File: src/rtl/plotter_pkg.sv
// Shared types and screen constants for the point plotter.
package plotter_pkg;

  localparam int COORD_W = 10;
  localparam int H_RES   = 640;
  localparam int V_RES   = 480;

  // Write-side state: collecting points, or holding a complete frame for the swap
  typedef enum logic {
    FILL = 1'b0,
    FULL = 1'b1
  } state_t;

  // One stored point in screen coordinates; vld = 0 marks a clipped or empty slot
  typedef struct packed {
    logic [COORD_W-1:0] sx;
    logic [COORD_W-1:0] sy;
    logic               vld;
  } entry_t;

  localparam int ENTRY_W = $bits(entry_t);

endpackage

File: src/rtl/point_bank.sv
// NUM_PTS-entry point register file: one write port, single-cycle clear of
// every valid bit, and all entries exposed in parallel on a flat bus.
module point_bank
  import plotter_pkg::*;
#(
  parameter int NUM_PTS = 8,
  parameter int AW      = $clog2(NUM_PTS)
) (
  input  logic                       clk,
  input  logic                       rst_n,
  input  logic                       i_we,
  input  logic [AW-1:0]              i_waddr,
  input  entry_t                     i_wdata,
  input  logic                       i_clr,
  output logic [NUM_PTS*ENTRY_W-1:0] o_flat
);

  for (genvar gi = 0; gi < NUM_PTS; gi++) begin : g_ent
    entry_t r_ent;

    // Per-entry storage; clear only drops the valid bit, coordinates are don't-care
    always_ff @(posedge clk or negedge rst_n) begin
      if (!rst_n) begin
        r_ent <= '0;
      end else if (i_clr) begin
        r_ent.vld <= 1'b0;
      end else if (i_we && (i_waddr == AW'(gi))) begin
        r_ent <= i_wdata;
      end
    end

    assign o_flat[gi*ENTRY_W +: ENTRY_W] = r_ent;
  end

endmodule

File: src/rtl/point_plotter.sv
// Maps rotated points to screen space, double-buffers one model frame of
// points, and raises a registered per-pixel hit flag for a square dot at
// each point of the displayed bank.
module point_plotter
  import plotter_pkg::*;
#(
  parameter int NUM_PTS  = 8,
  parameter int X_CENTER = 320,
  parameter int Y_CENTER = 240,
  parameter int H_RES    = plotter_pkg::H_RES,
  parameter int V_RES    = plotter_pkg::V_RES,
  parameter int MARK     = 1
) (
  input  logic                      clk_100MHz,
  input  logic                      rst_n,
  input  logic                      pt_valid,
  input  logic                      pt_last,
  input  logic signed [COORD_W-1:0] rot_x,
  input  logic signed [COORD_W-1:0] rot_y,
  output logic                      pt_ready,
  input  logic                      frame_start,
  input  logic                      pixel_tick,
  input  logic                      video_on,
  input  logic [COORD_W-1:0]        x_pix,
  input  logic [COORD_W-1:0]        y_pix,
  output logic                      pixel_on,
  output logic                      drop_err
);

  localparam int AW = $clog2(NUM_PTS);
  localparam logic signed [COORD_W:0] MARK_S = (COORD_W+1)'(MARK);

  state_t                     r_state;
  logic [AW-1:0]              r_wptr;
  logic                       r_front_sel;
  logic                       r_drop_err;
  logic                       r_pixel_on;

  logic                       w_accept;
  logic                       w_swap;
  logic signed [COORD_W:0]    w_sx;
  logic signed [COORD_W:0]    w_sy;
  logic                       w_in_range;
  entry_t                     w_wdata;
  logic [NUM_PTS*ENTRY_W-1:0] w_flat [2];
  logic [NUM_PTS*ENTRY_W-1:0] w_front_flat;
  logic [NUM_PTS-1:0]         w_hit;

  assign pt_ready = (r_state == FILL);
  assign w_accept = pt_valid && pt_ready;
  assign w_swap   = (r_state == FULL) && frame_start;

  // Centre the origin and flip Y; 11-bit signed so off-screen results stay detectable
  assign w_sx = $signed({rot_x[COORD_W-1], rot_x}) + $signed((COORD_W+1)'(X_CENTER));
  assign w_sy = $signed((COORD_W+1)'(Y_CENTER)) - $signed({rot_y[COORD_W-1], rot_y});

  assign w_in_range = (w_sx >= 0) && (w_sx <= $signed((COORD_W+1)'(H_RES-1))) &&
                      (w_sy >= 0) && (w_sy <= $signed((COORD_W+1)'(V_RES-1)));

  assign w_wdata.sx  = w_sx[COORD_W-1:0];
  assign w_wdata.sy  = w_sy[COORD_W-1:0];
  assign w_wdata.vld = w_in_range;

  // Bank gi is written while it is the fill bank, and cleared as it leaves the front
  for (genvar gi = 0; gi < 2; gi++) begin : g_bank
    point_bank #(
      .NUM_PTS (NUM_PTS),
      .AW      (AW)
    ) u_bank (
      .clk     (clk_100MHz),
      .rst_n   (rst_n),
      .i_we    (w_accept && (r_front_sel != 1'(gi))),
      .i_waddr (r_wptr),
      .i_wdata (w_wdata),
      .i_clr   (w_swap && (r_front_sel == 1'(gi))),
      .o_flat  (w_flat[gi])
    );
  end

  assign w_front_flat = r_front_sel ? w_flat[1] : w_flat[0];

  // Parallel dot test against every front entry
  for (genvar gi = 0; gi < NUM_PTS; gi++) begin : g_hit
    entry_t                  w_e;
    logic signed [COORD_W:0] w_dx;
    logic signed [COORD_W:0] w_dy;

    assign w_e       = w_front_flat[gi*ENTRY_W +: ENTRY_W];
    assign w_dx      = $signed({1'b0, x_pix}) - $signed({1'b0, w_e.sx});
    assign w_dy      = $signed({1'b0, y_pix}) - $signed({1'b0, w_e.sy});
    assign w_hit[gi] = w_e.vld && (w_dx >= -MARK_S) && (w_dx <= MARK_S) &&
                       (w_dy >= -MARK_S) && (w_dy <= MARK_S);
  end

  // Write FSM: fill one frame, then park until frame_start swaps the banks
  always_ff @(posedge clk_100MHz or negedge rst_n) begin
    if (!rst_n) begin
      r_state     <= FILL;
      r_wptr      <= '0;
      r_front_sel <= 1'b0;
    end else begin
      case (r_state)
        FILL: begin
          if (w_accept) begin
            r_wptr <= r_wptr + 1'b1;
            if (pt_last || (r_wptr == AW'(NUM_PTS-1))) begin
              r_state <= FULL;
            end
          end
        end
        FULL: begin
          if (frame_start) begin
            r_front_sel <= ~r_front_sel;
            r_wptr      <= '0;
            r_state     <= FILL;
          end
        end
        default: r_state <= FILL;
      endcase
    end
  end

  // Sticky flag for a point offered while the bank was full
  always_ff @(posedge clk_100MHz or negedge rst_n) begin
    if (!rst_n) begin
      r_drop_err <= 1'b0;
    end else if (pt_valid && !pt_ready) begin
      r_drop_err <= 1'b1;
    end
  end

  // Pixel hit flag, updated once per pixel tick and held in between
  always_ff @(posedge clk_100MHz or negedge rst_n) begin
    if (!rst_n) begin
      r_pixel_on <= 1'b0;
    end else if (pixel_tick) begin
      r_pixel_on <= video_on && (|w_hit);
    end
  end

  assign drop_err = r_drop_err;
  assign pixel_on = r_pixel_on;

endmodule

File: config.mk
export PLATFORM = sky130hd
export DESIGN_NAME = point_plotter
export DESIGN_NICKNAME = d
export VERILOG_FILES = /design/src/rtl/plotter_pkg.sv /design/src/rtl/point_bank.sv /design/src/rtl/point_plotter.sv
export SDC_FILE = /design/constraint.sdc
export NUM_CORES = 1
export LEC_CHECK = 0
export ABC_AREA = 1
export CAP_MARGIN = 5
export CORE_ASPECT_RATIO = 0.75
export CORE_MARGIN = 2
export CORE_UTILIZATION = 45
export DETAILED_ROUTE_END_ITERATION = 7
export DONT_BUFFER_PORTS = 1
export SYNTH_ARGS = -nofsm -noshare
export SYNTH_HDL_FRONTEND = slang
export SYNTH_SLANG_ARGS = --single-unit
File: constraint.sdc
create_clock -name clk_100MHz -period 9.8 [get_ports clk_100MHz]
set_input_delay 1.96 -clock clk_100MHz [delete_from_list [all_inputs] [get_ports clk_100MHz]]
set_output_delay 1.96 -clock clk_100MHz [all_outputs]
set_load 0.01 [all_outputs]
==> results of run 1 <==
how the worst max path moves through the flow:
stage / start / endpoint / slack (ns) / depth (start not counted)
final: r_front_sel$_DFFE_PN0P_ / pixel_on$_DFFE_PN0P_ / 4.83 / 21
after global routing: r_front_sel$_DFFE_PN0P_ / pixel_on$_DFFE_PN0P_ / 4.33 / 21
after CTS: r_front_sel$_DFFE_PN0P_ / pixel_on$_DFFE_PN0P_ / 4.88 / 21
after detailed placement: y_pix[0] / pixel_on$_DFFE_PN0P_ / 4.88 / 15
after global placement: r_front_sel$_DFFE_PN0P_ / pixel_on$_DFFE_PN0P_ / 4.89 / 21
after floorplan: x_pix[0] / pixel_on$_DFFE_PN0P_ / 5.86 / 17
synth_stat cells, types with 2 or more instances:
cell type and instances:
nor2b_1 2, nor3_1 7, clkinv_1 4, xor2_1 9
fa_1 16, ha_1 170, mux2i_1 62, nand3_1 172
and2_1 8, nand2_1 1218, a31oi_1 5, buf_6 2
dfrtp_1 343, o21ai_0 462, clkbuf_1 90, nand4_1 62
nor2_1 224, buf_2 9, a21o_1 3, a21oi_4 2
a21oi_1 77, nand3b_1 37, inv_1 495, or2_2 22
xnor2_1 11, buf_1 3, a21oi_2 9, nand2_2 2
o21bai_1 9
cells by family after synthesis:
| family | after synthesis | share of synthesized area, % |
|---|---|---|
| AND/OR/NAND/NOR | 1762 | 29.7 |
| buffers and inverters | 605 | 9.43 |
| AO/OA/AOI/OAI | 572 | 12.2 |
| flip-flops | 343 | 35.2 |
| adder cells (fa/ha/maj) | 186 | 10.0 |
| multiplexers | 62 | 2.54 |
| XOR/XNOR | 21 | 0.831 |
flip-flops by register name, indices dropped and copies added, names as in the netlist:
signal / count
drop_err: 1
g_bank.u_bank.o_flat: 336
pixel_on: 1
r_front_sel: 1
r_state: 1
r_wptr: 3
where the power goes:
part	leakage [µW]	internal, µW	switching [µW]
Sequential	0.00430	1950	279
Combinational	0.00897	1890	3360
Clock	0.000676	974	635
per-stage QoR:
step           setup WS, ns  util (%)  hold slack (ns)  total power [µW]  cell area (µm²)
2_1_floorplan          5.86         -            0.444              6260            24400
3_3_place_gp           4.89      47.0            0.458              7340            25000
3_5_place_dp           4.88      47.0            0.460              7450            25000
4_1_cts                4.88      49.6            0.476              9090            26400
5_1_grt                4.33      49.6            0.497             10100            26400
6_report               4.83      49.6            0.476              9100            26400
per-layer routing:
metal | wire length, µm | GRT usage, % | share of wire, %
met5 | 0 | 0 | 0
met4 | 1480 | 6.53 | 2.0
met3 | 4770 | 3.65 | 6.6
met2 | 31000 | 41.2 | 43
met1 | 35500 | 38.8 | 49
worst max-delay path: stages, from the launching register on:
cell	delay [ns]
dfrtp_4	0.89
clkinv_2	0.74
buf_4	0.59
or2_2	0.37
o21ai_0	0.17
inv_1	0.11
fa_1	0.44
inv_1	0.09
nand3_1	0.09
nand2_1	0.11
nand2_1	0.06
nand2_1	0.07
nand3_1	0.08
nor3_1	0.19
nand3_1	0.10
nand2_1	0.08
nand4_1	0.30
nand2_1	0.17
nor2_1	0.05
nand2_1	0.08
nand2_1	0.05
nand2_1	0.05
final cells by class:
cell class                 instances  area [µm²]  share of cell area, %
sequential                       343        8590                   32.5
multi-input combinational       2603       13500                   51.2
inverter                         500        1880                   7.12
clock inverter                    16         256                  0.972
clock buffer                      54        1130                   4.30
timing repair buffer              16         120                  0.455
tap                              712         891                   3.38
==> flow_summary_export.csv, run 1 <==
group,metric,value,unit
final_layout,antenna_cells,0,
logic_synthesis,synth_cells,3551,
logic_synthesis,synth-seq-area-share,35.2,%
floorplan,start_util,45.8,%
global_routing,grt_max_degree,344,
hold_path,hold_class,"reg2reg",
logic_synthesis,synth_nets,3784,
placement,hpwl,52.5,mm
global_routing,grt_pass1_vias,21300,
floorplan,ios,50,
floorplan,rows,73,
floorplan,die_h,206,µm
logic_synthesis,syn_area,24400,µm²
logic_synthesis,yosysUniqueCellTypes,45,
power,powerDensity,345,nW/µm²
clock_network,clockRootBuffer,"clkbuf_16",
sta,finalSetupViolCount,0,
routing,drt_pass1_iterations,6,
clock_network,clkLatencyLatePin,0.57,ns
sta,fmax,201,MHz
logic_synthesis,synth_edf_count,0,
sta,drv_slew,0,
power,power.ir.vdd_worst,180,µV
sta,skew,0.0283,ns
logic_synthesis,ys_warn_count,0,
final_layout,nets,3737,
clock_network,cts-resized-gates,0,
routing,vias,22500,
final_layout,mostFrequentLayoutCell,"nand2_1",
global_routing,grt_overflow,0,
logic_synthesis,synth_top_area_share,35.2,%
routing,via_per_inst,5.30,
clock_network,clkTransAtPathRegs,0.07,ns
floorplan,die_area,56100,µm²
final_layout,nFillCells,5336,
logic_synthesis,avgSynthCellArea,6.87,µm²
global_routing,track_usage,26.5,%
placement,gp_congestion,0.886,
sta,rsz0062_at_grt,"false",
hold_path,min_to,"g_bank[0].u_bank.o_flat[125]$_DFFE_PN0P_",
status,status,"finished, final reports clean",
hold_path,holdPathStages,2,
clock_network,hold_buffers,0,
setup_path,r2r.worst_path.cells,21,
clock_network,clk_path_buf_depth,3,
final_layout,drive_gt1_share,3.51,%
placement,dp.cells,4174,
sta,tns,0,ns
setup_path,start_kind,"flip-flop",
routing,routedWlPerCell,17.1,µm
clock_network,htree_levels,2,
setup_path,critPathArrivalTime,5.49,ns
setup_path,rr_endpoint,"pixel_on$_DFFE_PN0P_",
global_routing,antenna_found_initial,5,
placement,portBuffers,0,
global_routing,grt_first_pass_wirelength,117,mm
sta,finalCritPeriodShare,50.8,%
setup_path,endpoint_kind,"flip-flop",
hold_path,hold_start,"g_bank[0].u_bank.o_flat[125]$_DFFE_PN0P_",
logic_synthesis,yosysTopAreaCell,"dfrtp_1",
setup_path,r2r_slack,4.83,ns
routing,drt_iter0_markers,1856,
final_layout,layout_common_cells,"nand2_1 (1218), inv_1 (494), o21ai_0 (462)",
setup_path,required,10.32,ns
final_layout,syn2layout_area_growth,8.16,%
clock_network,tritoncts,"built",
setup_path,critical_path_class,"reg2reg",
routing,postRouteAntennaNets,0,
power,p_leak,0.0139,µW
flow_run,cap_violations,0,
sta,period_minus_slack,4.97,ns
sta,worst_slew_pin_slew,1.20,ns
routing,drt_wl_total,72.7,mm
logic_synthesis,synth_seq_cells,343,
sta,hold_viol,0,
clock_network,cts_num_sinks,343,
setup_path,reg2reg_from,"r_front_sel$_DFFE_PN0P_",
logic_synthesis,async_flop_share,100,%
floorplan,core_area,53200,µm²
routing,drc,0,
logic_synthesis,synthFlopType,"dfrtp_1",
sta,slew_headroom,19.8,%
final_layout,fin_cells,4244,
setup_path,crit_fanout,79,
floorplan,dieWidth,273,µm
clock_network,cts_setup_buffers,0,
clock_network,numCtsBuffers,40,
logic_synthesis,synthTopCellsByArea,"dfrtp_1 (35%), nand2_1 (19%), o21ai_0 (9.5%)",
(Power assumes the default switching activity.)
==> run 2: changes to the inputs <==
clock period = 4.85 ns   (was 9.8 ns; I/O delays follow)
==> flow_summary_export.csv, run 2 (synthesis results as in run 1) <==
group,metric,value,unit
clock_network,cts_num_sinks,343,
sta,slew_headroom,23.8,%
clock_network,numCtsBuffers,40,
global_routing,grt_pass1_vias,21200,
hold_path,hold_class,"in2async",
clock_network,clockRootBuffer,"clkbuf_16",
clock_network,htree_levels,2,
final_layout,final_util,49.6,%
clock_network,cts-resized-gates,0,
power,total_power,18300,µW
placement,gp_congestion,0.890,
sta,worst_slew_pin_slew,1.14,ns
clock_network,clkTransAtPathRegs,0.06,ns
status,status,"finished, final reports clean",
final_layout,largest_reg_flops,336,
placement,pre_cts_slack,0.736,ns
clock_network,clk_path_buf_depth,3,
sta,rsz0062_at_grt,"false",
setup_path,path_buf_inv,5,
sta,hold_viol,0,
setup_path,crit_slowest_cell,"fa_1",
floorplan,core_area,53200,µm²
setup_path,required,5.36,ns
clock_network,tritoncts,"built",
final_layout,syn2layout_area_growth,8.27,%
setup_path,cpPeakStageDelay,0.44,ns
setup_path,crit_path_frequent_cell,"nand2_1",
sta,period_minus_slack,4.11,ns
setup_path,reg2reg_from,"r_front_sel$_DFFE_PN0P_",
routing,postRouteAntennaNets,0,
global_routing,grt_overflow,0,
setup_path,crit_fanout,42,
sta,worst_slack,0.744,ns
clock_network,hold_buffers,0,
power,p_leak,0.0140,µW
sta,drv_slew,0,
sta,finalCritPeriodShare,84.7,%
floorplan,dieWidth,273,µm
sta,fmax,244,MHz
final_layout,nFillCells,5337,
routing,drt_wl_total,74.4,mm
placement,hpwl,53.0,mm
setup_path,r2r_slack,0.74,ns
routing,routedWlPerCell,17.5,µm
setup_path,endpoint_kind,"flip-flop",
routing,drc,0,
global_routing,grt_max_degree,344,
floorplan,rows,73,
sta,skew,0.0169,ns
floorplan,start_util,45.8,%
floorplan,die_area,56100,µm²
power,powerDensity,692,nW/µm²
global_routing,track_usage,26.9,%
setup_path,start_kind,"flip-flop",
clock_network,cts_setup_buffers,0,
power,power.ir.vdd_worst,482,µV
routing,via_per_inst,5.27,
sta,tns,0,ns
routing,drt_iter0_markers,1904,
global_routing,grt_first_pass_wirelength,117,mm
clock_network,clkLatencyLatePin,0.58,ns
final_layout,drive_gt1_share,3.75,%
routing,vias,22400,
global_routing,antenna_found_initial,3,
flow_run,cap_violations,0,
setup_path,critPathLaunch,"r_front_sel$_DFFE_PN0P_",
sta,finalSetupViolCount,0,
floorplan,ios,50,
placement,portBuffers,0,
setup_path,critPathArrivalTime,4.62,ns
final_layout,nets,3746,
setup_path,critPathTopFamily,"simple AND/OR/NAND/NOR gates",
final_layout,mostFrequentLayoutCell,"nand2_1",
routing,drt_pass1_iterations,6,
setup_path,critical_path_class,"reg2reg",
floorplan,die_h,206,µm
final_layout,layout_common_cells,"nand2_1 (1218), inv_1 (494), o21ai_0 (462)",
[run 2: cell count changes in the layout (fill, tap and decap cells not counted), sizes merged]
cell      before  now
buf           16   25
bufinv         6    3
clkbuf        54   57
clkinv        10   12
clkinvlp       3    2
diode          0    1
[run 2: through the flow]
step / std cells / hold slack, ns / cell area, µm²
2_1_floorplan: 3551 / 0.444 / 24400
3_3_place_gp: 4183 / 0.457 / 25100
3_5_place_dp: 4183 / 0.460 / 25100
4_1_cts: 4254 / 0.0724 / 26400
5_1_grt: 4254 / 0.0901 / 26400
6_report: 4255 / 0.102 / 26400
[run 2: worst paths after layout]
path,cells after the start,endpoint
setup / recovery,25,pixel_on$_DFFE_PN0P_
hold / removal,0,g_bank[0].u_bank.o_flat[14]$_DFFE_PN0P_
setup reg to reg,25,pixel_on$_DFFE_PN0P_
hold reg to reg,2,g_bank[0].u_bank.o_flat[125]$_DFFE_PN0P_
max in group asynchronous,0,g_bank[0].u_bank.o_flat[4]$_DFFE_PN0P_
min in group clk_100MHz,2,g_bank[0].u_bank.o_flat[125]$_DFFE_PN0P_
[run 2: worst reg2reg max path, cell delays in order, from the launching register on]
cell and delay, ns:
dfrtp_4 0.43, clkinv_2 0.43, buf_12 0.38, or2_2 0.29, o21ai_0 0.11, inv_1 0.10
fa_1 0.44, inv_1 0.09, nand3_1 0.08, nand2_1 0.11, nand2_1 0.05, nand2_1 0.07
nand2_1 0.05, inv_1 0.04, nand2_1 0.05, nor2_1 0.09, nand3_1 0.07, nand2_1 0.10
nand2_1 0.06, nor2_1 0.32, nand3_1 0.15, nand2_1 0.27, nor2_1 0.10, nand2_1 0.08
nand2_1 0.05, nand2_1 0.05
[run 2: area by class of cell]
class	count	area (µm²)	share of cell area (%)
multi-input combinational	2603	13500	51.2
sequential	343	8590	32.5
inverter	500	1880	7.11
clock buffer	57	1170	4.41
tap	712	891	3.37
timing repair buffer	25	213	0.805
clock inverter	14	158	0.597
antenna	1	2.50	0.00947
[run 2: power by group]
part / leakage (µW) / internal (µW) / total [µW] / switching (µW)
combinational: 0.00903 / 3860 / 10800 / 6910
sequential: 0.00430 / 3950 / 4420 / 473
clock: 0.000651 / 1830 / 3100 / 1270
total: 0.0140 / 9640 / 18300 / 8650
[run 2: routing by layer]
layer,part of all wire (%),vias up,track usage (%)
met1,49,10500,38.8
met4,2.8,0,7.69
met5,0,-,0
met2,42,605,41.4
met3,6.3,137,4.48
li1,-,11200,-
==> run 3: changes to the inputs <==
clock period = 4.1 ns   (was 4.85 ns; I/O delays follow)
==> flow_summary_export.csv, run 3 (synthesis results as in run 1) <==
group,metric,value,unit
final_layout,antenna_cells,0,
sta,skew,0.0203,ns
routing,drt_pass1_iterations,5,
setup_path,start_kind,"flip-flop",
floorplan,start_util,45.8,%
clock_network,cts_setup_buffers,0,
sta,finalSetupViolCount,0,
setup_path,r2r.worst_path.cells,24,
clock_network,cts_num_sinks,343,
setup_path,rr_endpoint,"pixel_on$_DFFE_PN0P_",
global_routing,grt_first_pass_wirelength,116,mm
floorplan,ios,50,
setup_path,required,4.60,ns
routing,via_per_inst,5.29,
setup_path,endpoint_kind,"flip-flop",
final_layout,mostFrequentLayoutCell,"nand2_1",
final_layout,largest_reg_flops,336,
global_routing,track_usage,26.4,%
routing,drc,0,
global_routing,busiest_layer,"met2",
sta,tns,0,ns
sta,drv_slew,0,
floorplan,core_area,53200,µm²
final_layout,syn2layout_area_growth,9.33,%
final_layout,postLayoutCellArea,26700,µm²
setup_path,critPathArrivalTime,4.37,ns
power,power.ir.vdd_worst,453,µV
sta,finalCritPeriodShare,94.2,%
global_routing,grt_overflow,0,
routing,routedWlPerCell,17.2,µm
clock_network,numCtsBuffers,40,
placement,portBuffers,0,
clock_network,clk_path_buf_depth,3,
placement,gp_congestion,0.883,
floorplan,die_h,206,µm
sta,hold_slack,0.00561,ns
power,total_power,22000,µW
placement,hpwl,53.5,mm
placement,placed_area,25200,µm²
global_routing,grt_use_met3,3.71,%
sta,fmax,259,MHz
final_layout,drive_gt1_share,4.27,%
flow_run,cap_violations,0,
routing,postRouteAntennaNets,0,
power,powerDensity,824,nW/µm²
routing,vias,22600,
clock_network,clkTransAtPathRegs,0.06,ns
global_routing,grt_max_degree,344,
final_layout,final_util,50.1,%
final_layout,layout_common_cells,"nand2_1 (1217), inv_1 (494), o21ai_0 (461)",
clock_network,clkLatencyLatePin,0.56,ns
setup_path,reg2reg_from,"r_front_sel$_DFFE_PN0P_",
global_routing,antenna_found_initial,3,
setup_path,crit_fanout,12,
global_routing,grt_use_met2,40.0,%
hold_path,hold_class,"in2async",
floorplan,dieWidth,273,µm
global_routing,met1_usage,39.0,%
global_routing,grt_pass1_vias,21200,
routing,drt_iter0_markers,2086,
power,p_leak,0.0141,µW
status,status,"finished, final reports clean",
setup_path,r2r_slack,0.24,ns
final_layout,nets,3760,
setup_path,critical_path_class,"reg2reg",
clock_network,tritoncts,"built",
sta,period_minus_slack,3.86,ns
floorplan,die_area,56100,µm²
sta,worst_slew_pin_slew,1.21,ns
sta,slew_headroom,19.2,%
clock_network,clockRootBuffer,"clkbuf_16",
floorplan,rows,73,
routing,drt_wl_total,73.3,mm
clock_network,htree_levels,2,
sta,hold_viol,0,
[run 3: cell types whose count changed in the layout (fill, tap and decap cells not counted), moves of 2 or more]
cell       change
buf_4         +12
bufinv_16      +4
clkinv_2       -4
clkbuf_1       -2
clkbuf_8       +2
clkinv_4       +2
[run 3: worst max-delay path by stage]
stage,endpoint,depth (start not counted),start,slack (ns)
global placement,pixel_on$_DFFE_PN0P_,20,r_front_sel$_DFFE_PN0P_,0.08
detailed placement,pixel_on$_DFFE_PN0P_,24,r_front_sel$_DFFE_PN0P_,0.05
finish,pixel_on$_DFFE_PN0P_,24,r_front_sel$_DFFE_PN0P_,0.24
CTS,pixel_on$_DFFE_PN0P_,24,r_front_sel$_DFFE_PN0P_,0.03
global route,pixel_on$_DFFE_PN0P_,22,r_front_sel$_DFFE_PN0P_,-0.002
floorplan,pixel_on$_DFFE_PN0P_,22,r_front_sel$_DFFE_PN0P_,0.70
[run 3: layer usage]
metal  share of wire (%)  vias up
met5                   0        -
met4                 2.6        0
met3                 6.3       99
met2                  41      589
met1                  50    10600
li1                    -    11300
[run 3: layout make-up]
class / count / area (µm²)
Sequential cell: 343 / 8590
Multi-Input combinational cell: 2603 / 13500
Fill cell: 5340 / 26600
Clock inverter: 16 / 275
Tap cell: 712 / 891
Timing Repair Buffer: 39 / 332
Clock buffer: 57 / 1190
Inverter: 500 / 1880
[run 3: power by group]
part	switching, µW	internal (µW)	leakage (µW)	total [µW]
clock	1500	2460	0.000712	3960
combinational	8170	4590	0.00910	12800
sequential	589	4670	0.00430	5260
total	10300	11700	0.0141	22000
[run 3: timing repair]
action,4_1_cts,5_1_grt
setup endpoints to repair,0,1
hold endpoints to repair,343,21
gates resized for setup,0,4
[run 3: worst max-delay path: stages (launching register included)]
cell      delay, ns
dfrtp_4        0.50
clkinv_2       0.26
or2_2          0.38
o21ai_0        0.22
inv_1          0.12
fa_1           0.46
inv_1          0.10
nand3_1        0.09
nand2_1        0.10
nand2_1        0.05
nand2_1        0.09
nand2_1        0.06
inv_1          0.05
nand2_1        0.05
nor2_1         0.09
nand3_1        0.08
nand2_1        0.07
nand2_1        0.06
nor2_2         0.29
nand3_1        0.20
nand2_2        0.23
nor2_1         0.08
nand2_1        0.06
nand2_1        0.04
nand2_1        0.06
[run 3: through the flow]
stage	setup WS, ns	cells
3_5_place_dp	0.0464	4195
3_3_place_gp	0.0754	4195
5_1_grt	-0.00183	4270
2_1_floorplan	0.695	3551
4_1_cts	0.0307	4268
6_report	0.239	4270
